`src/rtl/eeprom_sd_backup.sv`:
```
// eeprom_sd_backup: moves the 8 KiB cartridge save image between the HPS SD
// block interface and the EEPROM array host ports. A mount loads the image
// into the array sector by sector; a save request streams the array back out.
module eeprom_sd_backup #(
  parameter int SECTORS = 16
) (
  input  logic        clk,
  input  logic        reset_n,
  input  logic        img_mounted,
  input  logic [63:0] img_size,
  input  logic        save_req,
  output logic [31:0] sd_lba,
  output logic        sd_rd,
  output logic        sd_wr,
  input  logic        sd_ack,
  input  logic [8:0]  sd_buff_addr,
  input  logic [7:0]  sd_buff_dout,
  input  logic        sd_buff_wr,
  output logic [7:0]  sd_buff_din,
  output logic        ee_we,
  output logic [12:0] ee_write_address,
  output logic [7:0]  ee_write_data,
  output logic [12:0] ee_read_address,
  input  logic [7:0]  ee_read_data,
  output logic        mounted,
  output logic        busy
);

  localparam logic [3:0] LAST_SECTOR = 4'(SECTORS - 1);

  typedef enum logic [2:0] {
    IDLE,
    LOAD_REQ,
    LOAD_XFER,
    SAVE_REQ,
    SAVE_XFER
  } state_t;

  state_t     state, state_next;
  logic [3:0] sector, sector_next;
  logic       mounted_next;
  logic       save_pending, save_pending_next;
  logic       img_mounted_q;
  logic       sd_ack_q;
  logic       mount_edge;
  logic       ack_fall;
  logic       load_byte;

  assign mount_edge = img_mounted & ~img_mounted_q;
  assign ack_fall   = sd_ack_q & ~sd_ack;
  assign load_byte  = (state == LOAD_XFER) && sd_buff_wr;

  // Control registers: FSM state, sector counter, mount/save flags, edge history
  always_ff @(posedge clk or negedge reset_n) begin
    if (!reset_n) begin
      state         <= IDLE;
      sector        <= 4'd0;
      mounted       <= 1'b0;
      save_pending  <= 1'b0;
      img_mounted_q <= 1'b0;
      sd_ack_q      <= 1'b0;
    end else begin
      state         <= state_next;
      sector        <= sector_next;
      mounted       <= mounted_next;
      save_pending  <= save_pending_next;
      img_mounted_q <= img_mounted;
      sd_ack_q      <= sd_ack;
    end
  end

  // Next-state logic; a mount edge outranks a pending save so the save
  // runs against the freshly loaded image once the load returns to IDLE
  always_comb begin
    state_next        = state;
    sector_next       = sector;
    mounted_next      = mounted;
    save_pending_next = save_pending | save_req;
    case (state)
      IDLE: begin
        if (mount_edge) begin
          if (img_size != 64'd0) begin
            mounted_next = 1'b1;
            sector_next  = 4'd0;
            state_next   = LOAD_REQ;
          end else begin
            mounted_next = 1'b0;
          end
        end else if (save_pending) begin
          // A request arriving in this very cycle stays latched
          save_pending_next = save_req;
          if (mounted) begin
            sector_next = 4'd0;
            state_next  = SAVE_REQ;
          end
        end
      end
      LOAD_REQ: begin
        if (sd_ack) state_next = LOAD_XFER;
      end
      LOAD_XFER: begin
        if (ack_fall) begin
          if (sector == LAST_SECTOR) begin
            state_next = IDLE;
          end else begin
            sector_next = sector + 4'd1;
            state_next  = LOAD_REQ;
          end
        end
      end
      SAVE_REQ: begin
        if (sd_ack) state_next = SAVE_XFER;
      end
      SAVE_XFER: begin
        if (ack_fall) begin
          if (sector == LAST_SECTOR) begin
            state_next = IDLE;
          end else begin
            sector_next = sector + 4'd1;
            state_next  = SAVE_REQ;
          end
        end
      end
      default: state_next = IDLE;
    endcase
  end

  // Array write port: each SD byte strobe becomes one registered write pulse
  always_ff @(posedge clk or negedge reset_n) begin
    if (!reset_n) begin
      ee_we            <= 1'b0;
      ee_write_address <= 13'd0;
      ee_write_data    <= 8'd0;
    end else begin
      ee_we <= load_byte;
      if (load_byte) begin
        ee_write_address <= {sector, sd_buff_addr};
        ee_write_data    <= sd_buff_dout;
      end
    end
  end

  // Requests follow the state directly so they drop the cycle after sd_ack is seen
  assign sd_rd  = (state == LOAD_REQ);
  assign sd_wr  = (state == SAVE_REQ);
  assign busy   = (state != IDLE);
  assign sd_lba = {28'd0, sector};

  // Save path: the array's registered read port supplies the byte one clock later
  assign ee_read_address = {sector, sd_buff_addr};
  assign sd_buff_din     = ee_read_data;

endmodule

```
`config.mk`:
```
export PLATFORM = sky130hd
export DESIGN_NAME = eeprom_sd_backup
export DESIGN_NICKNAME = d
export VERILOG_FILES = /design/src/rtl/eeprom_sd_backup.sv
export SDC_FILE = /design/constraint.sdc
export NUM_CORES = 1
export LEC_CHECK = 0
export CAP_MARGIN = 20
export CORE_ASPECT_RATIO = 0.6
export CORE_MARGIN = 2
export CORE_UTILIZATION = 31
export DETAILED_ROUTE_END_ITERATION = 16
export PLACE_DENSITY = 0.86
export SYNTH_ARGS = -nofsm -noshare
export SYNTH_HDL_FRONTEND = slang
export SYNTH_SLANG_ARGS = --single-unit
```
`constraint.sdc`:
```
create_clock -name clk -period 2.4 [get_ports clk]
set_clock_uncertainty 0.1 [all_clocks]
set_input_delay 0.36 -clock clk [delete_from_list [all_inputs] [get_ports clk]]
set_output_delay 0.36 -clock clk [all_outputs]
set_load 0.02 [all_outputs]
```
==> flow_summary.json, run 1 <==
{
  "io_pins": 174,
  "path_clk_slew_ns": 0.07,
  "p_leak_nw": 1.28,
  "drtPass1Iterations": 4,
  "die_w_um": 104,
  "layout-drive-gt1-share": 0.114,
  "ant_nets": 0,
  "synth_top_area_share": 0.440,
  "cts_buffers": 5,
  "hp-class": "in -> async",
  "io_buffers": 129,
  "place.gp.congestion": 0.831,
  "post_cts_buffers": 0,
  "async_flop_share": 1.00,
  "min_period_over_period": 0.939,
  "synth-edff-count": 0,
  "drtIter0Drc": 48,
  "initial_core_util": 0.329,
  "cts_resized": 0,
  "final_cell_mix": "clkdlybuf4s50_1 (129), dfrtp_1 (33), conb_1 (28)",
  "htree_num_levels": 2,
  "hold_buffers": 0,
  "final_common_cell": "clkdlybuf4s50_1",
  "drcViolationCount": 0,
  "finalSetupViolations": 0,
  "track_usage": 0.162,
  "p_total_mw": 2.88,
  "r2r-start": "state[2]",
  "cp_data_required_time_ns": 1.94,
  "cts_tree": "yes",
  "synth.area.top_cells": "dfrtp_1 (44%), buf_4 (20%), mux2_2 (13%)",
  "die_h_um": 64.3,
  "r2r_cells": 6,
  "synth_cell_types": 35,
  "rsz0062_at_grt": "no",
  "cts_root_buf": "clkbuf_8",
  "grt_pass1_vias": 1675,
  "cp.arrival_ns": 1.79,
  "finalMaxSlewViolations": 0,
  "power-per-cell-area_nw_per_um2": 927,
  "vias": 1628,
  "period_minus_slack_ns": 2.25,
  "cts_sinks": 33,
  "clockBufferDepth": 2,
  "worstPathMaxFanout": 5,
  "endpoint_kind": "output port",
  "ys.flop_type": "dfrtp_1",
  "status": "finished, final reports clean",
  "ir_worst_vdd_mv": 0.404,
  "startpoint_type": "register",
  "routed_via_density": 4.40,
  "yosysTopAreaCell": "dfrtp_1",
  "synth.avg_cell_area_um2": 10.7,
  "ys_seq_area_frac": 0.440,
  "r2r_slack_ns": 0.20,
  "yosys_register_bits": 33,
  "yosys_warnings": 0,
  "insertion_delay_ns": 0.27,
  "dp.final_hpwl_mm": 4.49,
  "n_fill_cell": 537,
  "max_freq_mhz": 444,
  "worstSetupPathType": "reg -> out",
  "dieArea_um2": 6720,
  "totalWireLength_mm": 5.43,
  "nets": 387,
  "rows": 21,
  "detail_route.wl_per_cell_um": 14.7,
  "drv_cap": 0,
  "grt_pass1_wl_mm": 8.54,
  "grt_max_degree": 34,
  "final_util": 0.544,
  "core_um2": 5700,
  "reg2reg_to": "sector[3]",
  "overflow": 0,
  "netlist_area_um2": 1880,
  "synth_cells": 175,
  "antenna_found_initial": 0,
  "areaGrowthSynthToFinish_pct": 65.2,
  "antenna_cells": 0,
  "final_hold_viol_count": 0
}
==> stage by stage <==
step / setup slack (ns) / setup TNS [ns] / hold slack (ns) / cells / area [um^2]
after floorplan: 0.356 / 0 / -0.0356 / 202 / 1980
after global placement: 0.0956 / 0 / 0.380 / 364 / 3030
after detailed placement: -0.000385 / -0.000385 / 0.395 / 364 / 3030
after CTS: 0.125 / 0 / 0.410 / 370 / 3100
after global routing: 0.0277 / 0 / 0.419 / 370 / 3100
final: 0.146 / 0 / 0.402 / 370 / 3100
==> flip-flops by register name, indices dropped and copies added, names as in the netlist <==
name,count
sd_ack_q,1
mounted,1
ee_we,1
sector,4
save_pending,1
ee_write_data,8
img_mounted_q,1
ee_write_address,13
state,3
==> layer usage <==
metal	wire length [um]	share of wire	track usage	vias to the layer above
li1	-	-	-	781
met4	19	0.0035	0.0203	0
met3	396	0.073	0.0541	2
met1	2410	0.44	0.207	776
met2	2600	0.48	0.275	69
met5	0	0	0	-
==> cells in the mapped netlist, drive strengths merged (2+ instances only) <==
cell and number:
o21ai 5, nand2b 3, mux2 21, and2 2, nor3 2, nor2 3
nand2 7, nor4 17, inv 2, nand4 4, a21oi 2, buf 51
a21o 2, nor2b 3, dfrtp 33
==> how the worst max path moves through the flow <==
stage	start	to	slack, ns	cells past startpoint
6_report	state[1]	sd_wr	0.15	3
5_1_grt	state[1]	sd_wr	0.03	3
4_1_cts	state[1]	sd_wr	0.12	3
3_5_place_dp	img_mounted	sector[3]	-0.0004	7
3_3_place_gp	img_mounted	sector[0]	0.1	7
2_1_floorplan	sector[0]	sector[3]	0.36	7
==> worst max-delay path: stages (launching register included) <==
cell and delay (ns):
dfrtp_1 0.42, inv_1 0.12, nor3b_1 0.30, clkdlybuf4s50_1 0.68
==> layout make-up <==
class                      instances  area (um^2)  area share
clock buffer                       5         68.8      0.0222
clock inverter                     1         5.00     0.00161
inverter                           2         7.51     0.00242
multi-input combinational        116          774       0.250
sequential                        33          826       0.266
tap                               80          100      0.0323
timing repair buffer             133         1320       0.426
==> where the power goes <==
group          internal (mW)  total, mW  leakage [nW]  switching [mW]
Sequential             0.773      0.909         0.403           0.137
Clock                  0.191      0.377        0.0399           0.186
Combinational          0.826       1.59         0.838           0.765
Total                   1.79       2.88          1.28            1.09
==> cells by family (layout without fill, tap and decap cells) <==
group                      after synthesis  in the layout  synth area share
buffers and inverters                   53            141             0.205
and+or+nand+nor                         49             49             0.157
DFF                                     33             33             0.440
muxes                                   21             21             0.126
AOI/OAI and AO/OA                       16             16            0.0586
adders and majority gates                1              1           0.00666
other                                    1             28           0.00200
xor gates and xnor gates                 1              1           0.00466
Note: power is estimated with default switching activity, not from simulation.
==> inputs of run 2 (changes only) <==
--- a/config.mk
+++ b/config.mk
@@ -11,6 +11,8 @@
 export CORE_UTILIZATION = 31
 export DETAILED_ROUTE_END_ITERATION = 16
 export PLACE_DENSITY = 0.86
+export REMOVE_ABC_BUFFERS = 1
+export SLEW_MARGIN = 20
 export SYNTH_ARGS = -nofsm -noshare
 export SYNTH_HDL_FRONTEND = slang
 export SYNTH_SLANG_ARGS = --single-unit
==> run 2 against run 1 <==
Effect of this change:
- routed wire length shrank 1.2%
- register-to-register slack worse by 0.02 ns
- core utilization rose by 0.40 points
- clock-buffer cell count up 1
- critical path type unchanged
- critical endpoint is now sd_rd
==> flow_summary.json, run 2 (same netlist as run 1, synthesis figures left out) <==
{
  "p_int_mw": 1.81,
  "reg.largest.list": "ee_write_address x13, ee_write_data x8, sector x4",
  "startpoint_type": "register",
  "max_stage_delay_ns": 0.61,
  "core_um2": 5700,
  "io_pins": 174,
  "final_cell_mix": "clkdlybuf4s50_1 (129), dfrtp_1 (33), conb_1 (28)",
  "multiInputGateArea_um2": 781,
  "track_usage": 0.163,
  "crit_chain": "and2b_1 > and2_1 > clkdlybuf4s50_1",
  "cts_tree": "yes",
  "switching_share": 0.377,
  "pwr-share-seq": 0.314,
  "grt_pass1_vias": 1732,
  "initial_core_util": 0.329,
  "drv_cap": 0,
  "status": "finished, final reports clean",
  "drcViolationCount": 0,
  "p_leak_nw": 1.29,
  "cts_sinks": 33,
  "drtPass1Iterations": 4,
  "period_minus_slack_ns": 2.23,
  "place.gp.congestion": 0.822,
  "rsz0062_at_grt": "no",
  "regArea_um2": 826,
  "ant_nets": 0,
  "p_comb_frac": 0.553,
  "worstSetupPathType": "reg -> out",
  "r2r-start": "state[2]",
  "routed_via_density": 4.43,
  "layout-drive-gt1-share": 0.119,
  "cp_data_required_time_ns": 1.94,
  "areaGrowthSynthToFinish_pct": 66.4,
  "htree_num_levels": 2,
  "drtIter0Drc": 70,
  "layout_setup_ws_ns": 0.174,
  "holdWs_ns": 0.383,
  "hold_buffers": 0,
  "final_common_cell": "clkdlybuf4s50_1",
  "cts_root_buf": "clkbuf_8",
  "die_w_um": 104,
  "final_hold_viol_count": 0,
  "n_fill_cell": 525,
  "antenna_cells": 0,
  "nets": 388,
  "totalWireLength_mm": 5.37,
  "p_clk_frac": 0.133,
  "max_freq_mhz": 449,
  "finalSetupViolations": 0,
  "dieArea_um2": 6720,
  "final_util": 0.548,
  "antenna_found_initial": 0,
  "detail_route.wl_per_cell_um": 14.4,
  "hp-class": "in -> async",
  "clockBufferDepth": 2,
  "dp.final_hpwl_mm": 4.51,
  "post-place-ws_ns": -0.0417,
  "min_period_over_period": 0.928,
  "io_buffers": 129,
  "power-per-cell-area_nw_per_um2": 929,
  "crit_path_start": "state[2]",
  "largest_reg_flops": 13,
  "p_sw_mw": 1.09,
  "finalMaxSlewViolations": 0,
  "ir_worst_vdd_mv": 0.315,
  "top_register": "ee_write_address",
  "path_clk_slew_ns": 0.06,
  "vias": 1654,
  "endpoint_kind": "output port",
  "slowest_stage": "clkdlybuf4s50_1",
  "insertion_delay_ns": 0.27,
  "cts_buffers": 5,
  "rows": 21,
  "overflow": 0,
  "die_h_um": 64.3,
  "p_total_mw": 2.90,
  "grt_max_degree": 34,
  "grt_pass1_wl_mm": 8.57,
  "worstPathMaxFanout": 6,
  "cp.arrival_ns": 1.77
}
==> run 2: changes by cell type in the layout (fill, tap and decap cells not counted) <==
| cell | previous run | this run |
|---|---|---|
| clkbuf_1 | 0 | 1 |
| nor3_4 | 0 | 1 |
| buf_4 | 4 | 5 |
| clkinv_2 | 1 | 2 |
| nor3_2 | 1 | 0 |
==> run 2: worst paths after layout <==
path / end / slack [ns] / depth (start not counted)
max in group asynchronous: save_pending / 1.52 / 2
worst min-delay path: ee_write_address[7] / 0.38 / 2
worst min register to register: save_pending / 0.39 / 1
worst max register to register: sector[3] / 0.18 / 6
min in group clk: save_pending / 0.39 / 1
worst max-delay path: sd_rd / 0.17 / 3
==> run 2: repair_timing <==
action,4_1_cts,5_1_grt
setup buffers,0,0
endpoints found under the setup margin,0,1
resized for setup,0,1
==> run 2: metrics by stage <==
stage,instances,TNS (ns),instance area (um^2)
floorplan,151,-23.71,1600
finish,373,0,3130
detailed placement,365,-0.0417,3040
global placement,365,0,3040
global route,373,0,3130
CTS,373,0,3120
==> run 2: worst max-delay path: cells and delay by family (launching register included) <==
family / cells / cell delay [ns]
buffers and inverters: 1 / 0.61
DFF: 1 / 0.48
and+or+nand+nor: 2 / 0.40
==> run 2: power groups by stage <==
| stage | Clock (mW) | Sequential [mW] | Combinational [mW] |
|---|---|---|---|
| CTS | 0.407 | 0.908 | 1.61 |
| detailed placement | 0 | 0.915 | 1.60 |
| floorplan | 0 | 1.15 | 0.593 |
| finish | 0.387 | 0.912 | 1.61 |
| global placement | 0 | 0.902 | 1.57 |
| global route | 0.438 | 0.942 | 1.71 |
==> run 2: layer usage <==
layer  global-route usage  routed length, um  vias up
li1                     -                  -      786
met1                0.195               2240      792
met2                0.252               2490       72
met3               0.0898                597        4
met4               0.0507                 36        0
met5                    0                  0        -
==> run 2: layout make-up <==
type | count | share of cell area
repair buffers | 134 | 0.425
flip-flops and latches | 33 | 0.264
multi-input cells | 116 | 0.250
well taps | 80 | 0.0320
clock buffers | 6 | 0.0232
clock inverters | 2 | 0.00320
inverters | 2 | 0.00240
==> inputs of run 3 (changes only) <==
--- a/config.mk
+++ b/config.mk
@@ -9,6 +9,7 @@
 export CORE_ASPECT_RATIO = 0.6
 export CORE_MARGIN = 2
 export CORE_UTILIZATION = 31
+export CTS_BUF_LIST = sky130_fd_sc_hd__clkbuf_16
 export DETAILED_ROUTE_END_ITERATION = 16
 export PLACE_DENSITY = 0.86
 export REMOVE_ABC_BUFFERS = 1
==> run 3 against run 2 <==
Effect of this change:
- worst hold slack got worse by 0.00073 ns
- register-to-register slack worse by 0.02 ns
- critical path depth increased by 3
- largest cell class unchanged
- highest routed layer unchanged
==> flow_summary.json, run 3 (same netlist as run 1, synthesis figures left out) <==
{
  "die_h_um": 64.3,
  "clockBufferDepth": 2,
  "areaGrowthSynthToFinish_pct": 69.4,
  "finalSetupViolations": 0,
  "max_freq_mhz": 447,
  "io_pins": 174,
  "crit_path_start": "state[2]",
  "worstHoldStart": "save_pending",
  "finalMaxSlewViolations": 0,
  "core_um2": 5700,
  "endpoint_kind": "register",
  "post-place-ws_ns": -0.0417,
  "antenna_cells": 0,
  "io_buffers": 129,
  "crit_family": "compound AO/OA/AOI/OAI gates",
  "reg.largest.list": "ee_write_address x13, ee_write_data x8, sector x4",
  "detail_route.wl_per_cell_um": 14.4,
  "totalWireLength_mm": 5.35,
  "cts_tree": "yes",
  "fin_area_um2": 3180,
  "ant_nets": 0,
  "overflow": 0,
  "final_cell_mix": "clkdlybuf4s50_1 (129), dfrtp_1 (33), conb_1 (28)",
  "multiInputGateArea_um2": 781,
  "cp_data_required_time_ns": 2.44,
  "path_clk_slew_ns": 0.05,
  "max_stage_delay_ns": 0.49,
  "p_leak_nw": 1.32,
  "routed_via_density": 4.45,
  "period_minus_slack_ns": 2.24,
  "grt_pass1_wl_mm": 8.59,
  "power-per-cell-area_nw_per_um2": 975,
  "final_hold_viol_count": 0,
  "cts_root_buf": "clkbuf_16",
  "track_usage": 0.163,
  "rsz0062_at_grt": "no",
  "die_w_um": 104,
  "whs_path_depth": 1,
  "drtPass1Iterations": 4,
  "cp.arrival_ns": 2.28,
  "r2r_slack_ns": 0.16,
  "dpl_cell_area_um2": 3040,
  "dieArea_um2": 6720,
  "dp.final_hpwl_mm": 4.51,
  "cts_buffers": 5,
  "insertion_delay_ns": 0.26,
  "critPathBufInv": 1,
  "cts_sinks": 33,
  "drcViolationCount": 0,
  "hp-class": "reg -> reg",
  "slowest_stage": "a222oi_1",
  "crit_chain": "nor3_4 > inv_1 > a222oi_1 > a21bo_1 > o21ai_0 > o31ai_1",
  "min_period_over_period": 0.932,
  "worstPathMaxFanout": 8,
  "ir_worst_vdd_mv": 0.345,
  "layout_setup_ws_ns": 0.163,
  "hold_buffers": 0,
  "startpoint_type": "register",
  "largest_reg_flops": 13,
  "rows": 21,
  "n_fill_cell": 512,
  "htree_num_levels": 2,
  "top_register": "ee_write_address",
  "final_common_cell": "clkdlybuf4s50_1",
  "grt_max_degree": 34,
  "r2r-start": "state[2]",
  "worstSetupPathType": "reg -> reg",
  "vias": 1659,
  "whs_endpoint": "save_pending",
  "initial_core_util": 0.329,
  "regArea_um2": 826,
  "place.gp.congestion": 0.822,
  "drtIter0Drc": 82,
  "antenna_found_initial": 0,
  "status": "finished, final reports clean",
  "r2r_cells": 6,
  "reg2reg_to": "sector[3]",
  "grt_pass1_vias": 1730,
  "layout-drive-gt1-share": 0.119,
  "drv_cap": 0,
  "nets": 388
}
run 3: cell count changes in the layout (fill, tap and decap cells not counted):
cell	delta
clkbuf_1	-1
clkbuf_16	+5
inv_1	+1
clkbuf_8	-5
run 3: worst max path at each step:
stage,end,slack (ns),depth (start not counted)
final,sector[3],0.16,6
after global routing,sector[3],0.02,6
after CTS,busy,0.17,3
after detailed placement,sector[3],-0.04,7
after global placement,sector[0],0.06,7
after floorplan,ee_write_address[0],-1.09,3
run 3: metal layers:
metal	part of all wire	global-route usage	routed length, um
met1	0.42	0.198	2220
met2	0.46	0.252	2480
met3	0.12	0.0898	620
met4	0.0052	0.0456	28
met5	0	0	0
run 3: power breakdown:
part           internal, mW  switching, mW  total [mW]
sequential            0.774          0.141       0.915
clock                 0.375          0.205       0.581
combinational         0.837          0.770        1.61
run 3: area by class of cell:
class	count	area share
tap	80	0.0315
timing repair buffer	134	0.418
inverter	2	0.00236
multi-input combinational	116	0.245
clock buffer	5	0.0393
clock inverter	3	0.00433
sequential	33	0.260
run 3: worst register-to-register path, delay by kind of cell (launching register included):
kind                   cells  cell delay [ns]
AO/OA/AOI/OAI              4             1.11
AND/OR/NAND/NOR            1             0.29
buffers and inverters      1             0.14
flip-flops                 1             0.47
run 3: per-stage QoR:
stage | setup TNS [ns] | hold slack (ns) | cells | power [mW] | utilization
2_1_floorplan | -23.71 | -0.0356 | 151 | 1.74 | -
3_3_place_gp | 0 | 0.363 | 365 | 2.48 | 0.533
3_5_place_dp | -0.0417 | 0.376 | 365 | 2.52 | 0.533
4_1_cts | 0 | 0.387 | 373 | 3.12 | 0.557
5_1_grt | 0 | 0.420 | 373 | 3.30 | 0.558
6_report | 0 | 0.382 | 373 | 3.10 | 0.558
run 3: timing repair:
item	CTS	global route
endpoints found under the hold margin	0	0
resized for setup	0	1
endpoints found under the setup margin	0	1
buffers inserted	0	0
